`src/rtl/audio_pkg.sv`:
```
// audio_pkg: shared sample type, frame FSM states and overrun counter width.
package audio_pkg;
  typedef logic signed [7:0] sample_t;
  typedef enum logic [1:0] {IDLE, READ, STREAM} state_t;
  localparam int OVERRUN_CNT_W = 16;
endpackage

```
`src/rtl/frame_ram.sv`:
```
// frame_ram: simple dual-port sample RAM, sync read, read-before-write.
module frame_ram
  import audio_pkg::*;
#(
  parameter int DEPTH = 512,
  localparam int AW = $clog2(DEPTH)
) (
  input  logic          clk_in,
  input  logic          rst_in_n,
  input  logic          wr_en,
  input  logic [AW-1:0] wr_addr,
  input  sample_t       wr_data,
  input  logic          rd_en,
  input  logic [AW-1:0] rd_addr,
  output sample_t       rd_data
);
  sample_t mem [DEPTH];
  always_ff @(posedge clk_in)
    if (wr_en) mem[wr_addr] <= wr_data;
  always_ff @(posedge clk_in or negedge rst_in_n)
    if (!rst_in_n) rd_data <= '0;
    else if (rd_en) rd_data <= mem[rd_addr];
endmodule

```
`src/rtl/audio_frame_buffer.sv`:
```
// audio_frame_buffer: circular sample store emitting overlapping FRAME_LEN frames every HOP samples.
// Define OVERRUN_CNT_EN to add the saturating overrun_count_out port.
module audio_frame_buffer
  import audio_pkg::*;
#(
  parameter int FRAME_LEN = 512,
  parameter int HOP = 256
) (
  input  logic    clk_in,
  input  logic    rst_in_n,
  input  sample_t audio_in,
  input  logic    valid_in,
  output sample_t frame_data_out,
  output logic    frame_valid_out,
  input  logic    frame_ready_in,
  output logic    frame_last_out,
  output logic    overrun_out
`ifdef OVERRUN_CNT_EN
  ,
  output logic [OVERRUN_CNT_W-1:0] overrun_count_out
`endif
);
  localparam int AW = $clog2(FRAME_LEN);
  localparam int CW = AW + 1;
  logic [AW-1:0] wr_ptr, rd_addr, pend_addr, beat, start_addr;
  logic [CW-1:0] fill_cnt, hop_cnt;
  logic full, trig, pend, hs;
  state_t state, state_nx;
  assign full = fill_cnt == CW'(FRAME_LEN);
  assign trig = valid_in && (full ? hop_cnt == CW'(HOP - 1) : fill_cnt == CW'(FRAME_LEN - 1));
  assign start_addr = wr_ptr + 1'b1;
  assign frame_valid_out = state == STREAM;
  assign frame_last_out = frame_valid_out && &beat;
  assign hs = frame_valid_out && frame_ready_in;
  always_ff @(posedge clk_in or negedge rst_in_n)
    if (!rst_in_n) begin
      wr_ptr   <= '0;
      fill_cnt <= '0;
      hop_cnt  <= '0;
    end else if (valid_in) begin
      wr_ptr   <= wr_ptr + 1'b1;
      fill_cnt <= full ? fill_cnt : fill_cnt + 1'b1;
      hop_cnt  <= trig ? '0 : hop_cnt + 1'b1;
    end
  always_ff @(posedge clk_in or negedge rst_in_n)
    if (!rst_in_n) state <= IDLE;
    else state <= state_nx;
  always_comb begin
    state_nx = state;
    state_nx = state == IDLE ? ((trig || pend) ? READ : IDLE) :
               state == READ ? STREAM :
               hs ? (frame_last_out ? IDLE : READ) : STREAM;
  end
  // A fresh trigger in IDLE supersedes any pending start: it is the newer frame.
  always_ff @(posedge clk_in or negedge rst_in_n)
    if (!rst_in_n) begin
      rd_addr     <= '0;
      beat        <= '0;
      pend        <= 1'b0;
      pend_addr   <= '0;
      overrun_out <= 1'b0;
    end else begin
      overrun_out <= trig && state != IDLE;
      if (state == IDLE && (trig || pend)) begin
        rd_addr <= trig ? start_addr : pend_addr;
        beat    <= '0;
        pend    <= 1'b0;
      end else if (trig) begin
        pend      <= 1'b1;
        pend_addr <= start_addr;
      end
      if (hs && !frame_last_out) begin
        rd_addr <= rd_addr + 1'b1;
        beat    <= beat + 1'b1;
      end
    end
`ifdef OVERRUN_CNT_EN
  always_ff @(posedge clk_in or negedge rst_in_n)
    if (!rst_in_n) overrun_count_out <= '0;
    else if (overrun_out && !(&overrun_count_out)) overrun_count_out <= overrun_count_out + 1'b1;
`endif
  frame_ram #(.DEPTH(FRAME_LEN)) u_ram (
    .clk_in  (clk_in),
    .rst_in_n(rst_in_n),
    .wr_en   (valid_in),
    .wr_addr (wr_ptr),
    .wr_data (audio_in),
    .rd_en   (state == READ),
    .rd_addr (rd_addr),
    .rd_data (frame_data_out)
  );
endmodule
```
`config.mk`:
```
export PLATFORM = sky130hd
export DESIGN_NAME = audio_frame_buffer
export DESIGN_NICKNAME = d
export VERILOG_FILES = /design/src/rtl/audio_pkg.sv /design/src/rtl/frame_ram.sv /design/src/rtl/audio_frame_buffer.sv
export SDC_FILE = /design/constraint.sdc
export NUM_CORES = 2
export LEC_CHECK = 0
export ABC_AREA = 1
export CAP_MARGIN = 5
export CORE_ASPECT_RATIO = 1.25
export CORE_MARGIN = 10
export CORE_UTILIZATION = 60
export CTS_CLUSTER_SIZE = 16
export DETAILED_ROUTE_END_ITERATION = 16
export PLACE_DENSITY = 0.76
export SLEW_MARGIN = 20
export SYNTH_ARGS = -nofsm -noshare
export SYNTH_HDL_FRONTEND = slang
export SYNTH_SLANG_ARGS = --single-unit
```
`constraint.sdc`:
```
create_clock -name clk_in -period 3.44 [get_ports clk_in]
set_clock_uncertainty 0.1 [all_clocks]
set_input_delay 0.86 -clock clk_in [delete_from_list [all_inputs] [get_ports clk_in]]
set_output_delay 0.86 -clock clk_in [all_outputs]
set_load 0.01 [all_outputs]
```
# Word level (Yosys, flattened, before mapping)
# Memory sizes are Yosys's and may differ from the RTL's. A register that Yosys moved wholly into a read port is not among the register bits.
# Index checks and enable logic that the tools add are counted.
[totals]
memories = 1
rom_bits = 0
in_bits = 12
elab_cells = 52
regBits = 60
latchBits = 0
ram_bits = 4096
[op_classes]
n_eq_ne = 5
order_cmp = 0
n_bitwise = 1
multipliers = 0
reduce_logical = 15
add_sub_neg = 5
div_mod_pow = 0
n_mux = 16
shifts = 0
[mem_list]
columns = ["memory", "words", "word_bits", "read_ports", "rd_clocked_by_memory_dff", "wr", "line_no", "source"]
rows = [
  ["u_ram.mem", 512, 8, 1, 1, 1, "frame_ram.sv:17", "sample_t mem [DEPTH];"],
]
[op_table]
columns = ["op", "n"]
rows = [
  ["$mux 9", 5],
  ["$add 9x1->9 const B", 3],
  ["$add 10x1->10 const B", 2],
  ["$eq 10x10->1 const B", 1],
  ["$eq 10x8->1 const B", 1],
  ["$eq 10x9->1 const B", 1],
  ["$mux 10", 1],
  ["$reduce_and 9->1", 1],
  ["$mux 1", 7],
  ["$logic_and 1x1->1", 6],
  ["$mux 2", 3],
  ["$reduce_bool 2->1", 3],
  ["$eq 2x1->1 const B", 1],
  ["$eq 2x2->1 const B", 1],
  ["$logic_not 1->1", 2],
  ["$logic_not 2->1", 1],
  ["$reduce_and 2->1", 1],
  ["$logic_or 1x1->1", 1],
  ["$not 1->1", 1],
]

# Depth between registers and ports, before layout
[logic_depth]
word_depth = 7
ltp_mapped = 21

# By module
# Synthesis repeated with hierarchy kept, for this count alone.
[hier_totals]
hier_cells = 14316
hier_area_um2 = 169485.0
[by_module_without_submodules]
columns = ["mod", "cells_per_inst", "area_each_um2", "seq_area_each_um2", "n_inst"]
rows = [
  ["frame_ram", 13917, 166263.2, 123198.2, 1],
  ["audio_frame_buffer", 399, 3221.8, 1501.4, 1],
]

# Worst setup path after synthesis
# Ideal clock, no wire load.
[synth_path]
path_kind = "reg2out"
from = "register beat[0]"
to = "output frame_last_out"
stages_incl_launch_ff = 12
t_required_ps = 2480
arrival_ps = 1634
setup_slack_ps = 846
cell_sequence = "dfrtp_1 ha_1 nand2_1 nor2_1 inv_1 nor2_1 inv_1 nor3_1 and2_1 ha_1 inv_1 nor3_1"
[synth_between]
elab_chain_cells = 2
[synth_rtl]
columns = ["element", "line_no", "source"]
rows = [
  ["from (decl)", "audio_frame_buffer.sv:25", "logic [AW-1:0] wr_ptr, rd_addr, pend_addr, beat, start_addr;"],
  ["from (signal assigned)", "audio_frame_buffer.sv:74", "beat <= beat + 1'b1;"],
  ["$reduce_and 9->1", "audio_frame_buffer.sv:33", "assign frame_last_out = frame_valid_out && &beat;"],
  ["$logic_and 1x1->1", "audio_frame_buffer.sv:33", ""],
  ["to (decl)", "audio_frame_buffer.sv:16", "output logic frame_last_out,"],
]
# Every way passes these cells.

# Worst setup path in the final report
# Same ends and word-level chain as after synthesis.

==> impl_metrics.csv <==
group,metric,value,unit
status,status,"complete, but fails checks",
status,violations,"negative setup slack",
timing,rsz0062_at_grt,"true",
yosys,netlist_area,171000,um2
timing,period_minus_slack,3.91,ns
finish,fillCellCount,18853,
worst_setup_path,r2r.worst_path.cells,16,
worst_setup_path,arrival,2.95,ns
worst_setup_path,critPathKind,"flip-flop to output port",
worst_setup_path,r2r_start,"rd_addr[2]",
timing,slew_violations,0,
timing,fin_crit_sh,114,%
worst_setup_path,reg2reg_to,"u_ram.rd_data[3]",
finish,regArea,125000,um2
yosys,synthesis.nets,14784,
yosys,synth-seq-cells,4164,
drt,drcViolationCount,0,
drt,final_antenna_net_count,0,
clocking,clk_pin_slew,0.07,ns
grt,grt_antenna_before_repair,19,
worst_setup_path,slowest_delay,0.36,ns
die,die_h,617,um
die,ioPinCount,23,
hold_path,worstHoldPathCells,1,
pwr,leakage,0.0703,uW
yosys,synth_edf_count,4096,
worst_setup_path,crit_family,"simple AND/OR/NAND/NOR gates",
finish,drive_above_1_share,10.7,%
worst_setup_path,slowest_stage,"dfrtp_1",
finish,syn_to_final_growth,13.5,%
finish,final_nets,15260,
hold_path,hold_path.startpoint,"audio_in[4]",
yosys,synth_cells,14762,
worst_setup_path,path_cells,"ha_2, nand2_2, nor2_2, inv_2, nor2_4, inv_2, nor3_4, and2_4, ha_4, inv_4, nor3_4, buf_6",
finish,final_util,68.3,%
yosys,syn_area_per_cell,11.6,um2
worst_setup_path,path_buf_inv,4,
run,max_cap_violations,0,
yosys,synthDistinctLibCells,35,
drt,drt_pass1_iterations,7,
die,core-area,284000,um2
placement,dpl.cell_count,18601,
die,start_util,60.1,%
clocking,worstSkewPairLatency,0.95,ns
clocking,clk_path_buf_depth,4,
worst_setup_path,critical_path_required,2.48,ns
grt,grt_max_degree,140,
grt,grt_use_total,29.8,%
die,die_x,497,um
placement,dp_slack,-0.280,ns
worst_setup_path,cp_max_fo,2,
drt,vias,118415,
die,die-area,307000,um2
timing,fmaxAchievable,256,MHz
worst_setup_path,cp-end-kind,"output port",
grt,grt-ovfl-total,0,
die,num_rows,219,
timing,setup_slack,-0.466,ns
grt,grt_pass1_vias,114282,
grt,grt_first_pass_wirelength,700000,um
finish,fin_cells,19304,
yosys,yosys_warnings,0,
hold_path,hold_class,"input port to flip-flop",
drt,wl,473000,um
clocking,cts_tree,"yes",
worst_setup_path,cp-start-kind,"flip-flop",
placement,io_buffers,22,
yosys,synthArstFlopShare,1.63,%
timing,slew_headroom,20.6,%
clocking,cts-buffers-inserted,384,
drt,wl_per_cell,24.5,um
yosys,yosysSeqAreaShare,73.0,%
clocking,cts-root-buf,"clkbuf_16",
timing,finalHoldViolations,0,
worst_setup_path,reg2reg_slack,0.01,ns
clocking,htree_num_levels,5,
drt,viasPerCell,6.13,
pwr,total_power,151000,uW
finish,multi_input_area,40200,um2
drt,drt_iter0_markers,16235,
pwr,peakVddDrop,0.566,mV
timing,setup_violations,1,
placement,dpl.hpwl,285000,um
clocking,clock_sinks,4164,
hold_path,hold_path_end,"u_ram.mem[311][4]",
timing,worst_pin_slew,1.19,ns
yosys,synth_ff_type,"edfxtp_1",
placement,place.gp.congestion,0.956,
pwr,power.density,778,nW/um2
## cell usage in the layout (no fill, tap or decap), drive strengths merged
master	n
o21ai	800
clkbuf	466
nand2	3621
buf	1059
nand4	5
edfxtp	4096
clkinv	167
nor4	2
o22ai	17
a31oi	6
xor2	19
or3	1
nand3	2585
nor2	1792
clkdlybuf4s50	12
a21o	1
o211ai	176
nor3	13
o32ai	2
bufinv	34
diode	10
xnor2	6
inv	415
ha	10
or2	4
dfrtp	68
dlygate4sd3	1
o31ai	3
o21a	1
a21oi	138
and2	1
clkinvlp	16
## synth_stat cells, types with 4 or more instances
cell	n	area share, %
dfrtp_1	68	1.0
xnor2_1	6	0.031
nand4_1	5	0.018
a31oi_1	6	0.022
or2_2	4	0.015
o211ai_1	176	0.77
nand2_1	3621	8.0
buf_6	20	0.13
xor2_1	19	0.097
nor3_1	12	0.035
ha_1	10	0.073
buf_2	325	0.95
nor2_1	1792	3.9
edfxtp_1	4096	72
o21ai_0	654	1.9
inv_1	401	0.88
clkinv_1	5	0.011
nand3_1	2585	7.6
o21ai_1	145	0.42
buf_1	196	0.43
a21oi_1	138	0.40
buf_4	116	0.51
o22ai_1	17	0.062
clkbuf_1	328	0.72
## timing repair
action / in CTS / in global routing
endpoints found under the setup margin: 1 / 10
pin swaps: 2 / 6
hold buffers: 1 / 0
resized for setup: 8 / 27
gates cloned: 0 / 3
endpoints found under the hold margin: 45 / 0
buffers inserted: 2 / 3
## worst register-to-register path: stages (launching register included)
cell	delay (ns)
dfrtp_4	0.64
inv_8	0.37
buf_12	0.30
buf_12	0.22
nand3_1	0.16
nand3_1	0.09
nand2_1	0.12
nand2_1	0.08
nand2_1	0.14
inv_1	0.10
nand2_1	0.10
nand2_1	0.09
nand2_1	0.06
nor2_1	0.51
nand2_1	0.12
nand3_1	0.10
nand2_1	0.05
## power by group
part / internal, uW / total [uW] / switching (uW) / leakage [uW]
clock network: 23600 / 41800 / 18300 / 0.00596
registers: 56200 / 56800 / 646 / 0.0377
logic: 14900 / 52200 / 37400 / 0.0267
## area by class of cell
class                           instances  area share [%]
Multi-Input combinational cell       9203            20.7
Sequential cell                      4164            64.3
Timing Repair Buffer                 1075            5.43
Antenna cell                           10          0.0129
Clock buffer                          463            5.24
Inverter                              410           0.820
Clock inverter                        222            1.05
Tap cell                             3757            2.42
## cell families (layout without fill, tap and decap cells)
logic type / after synthesis / in the layout / synth area share (%)
xor+xnor: 25 / 25 / 0.128
compound gates: 1144 / 1144 / 3.64
flops: 4164 / 4164 / 73.0
other cells: 0 / 10 / 0
fa+ha+maj: 10 / 10 / 0.0732
simple gates: 8024 / 8024 / 19.5
buf+inv: 1395 / 2170 / 3.65
## layer usage
| metal | track usage, % | routed length (um) | vias to the layer above |
|---|---|---|---|
| li1 | - | - | 52506 |
| met1 | 37.1 | 163000 | 56788 |
| met2 | 48.3 | 224000 | 7549 |
| met3 | 6.03 | 51600 | 1554 |
| met4 | 18.4 | 34100 | 18 |
| met5 | 0 | 118 | - |
## state kept, by name, indices dropped and copies added, names as in the netlist
register,count
beat,9
u_ram.rd_data,8
rd_addr,9
wr_ptr,9
state,2
fill_cnt,10
pend,1
overrun_out,1
pend_addr,9
hop_cnt,10
u_ram.mem,4096
## per-stage QoR
| stage | hold slack [ns] | setup TNS [ns] | cell area, um2 |
|---|---|---|---|
| floorplan | 0.342 | 0 | 171000 |
| global placement | 0.356 | -1.04 | 181000 |
| detailed placement | 0.360 | -0.910 | 181000 |
| CTS | 0.233 | -0.397 | 194000 |
| global route | 0.271 | -0.556 | 194000 |
| finish | 0.290 | -0.466 | 194000 |
## how the worst max path moves through the flow
stage / end / from / slack [ns] / cells past startpoint
after global placement: frame_last_out / beat[0] / -0.31 / 13
after detailed placement: frame_last_out / beat[0] / -0.28 / 13
final: frame_last_out / beat[0] / -0.47 / 12
after CTS: frame_last_out / beat[0] / -0.40 / 12
after global routing: frame_last_out / beat[1] / -0.56 / 12
after floorplan: frame_last_out / beat[0] / 0.85 / 11
(Power assumes the default switching activity.)
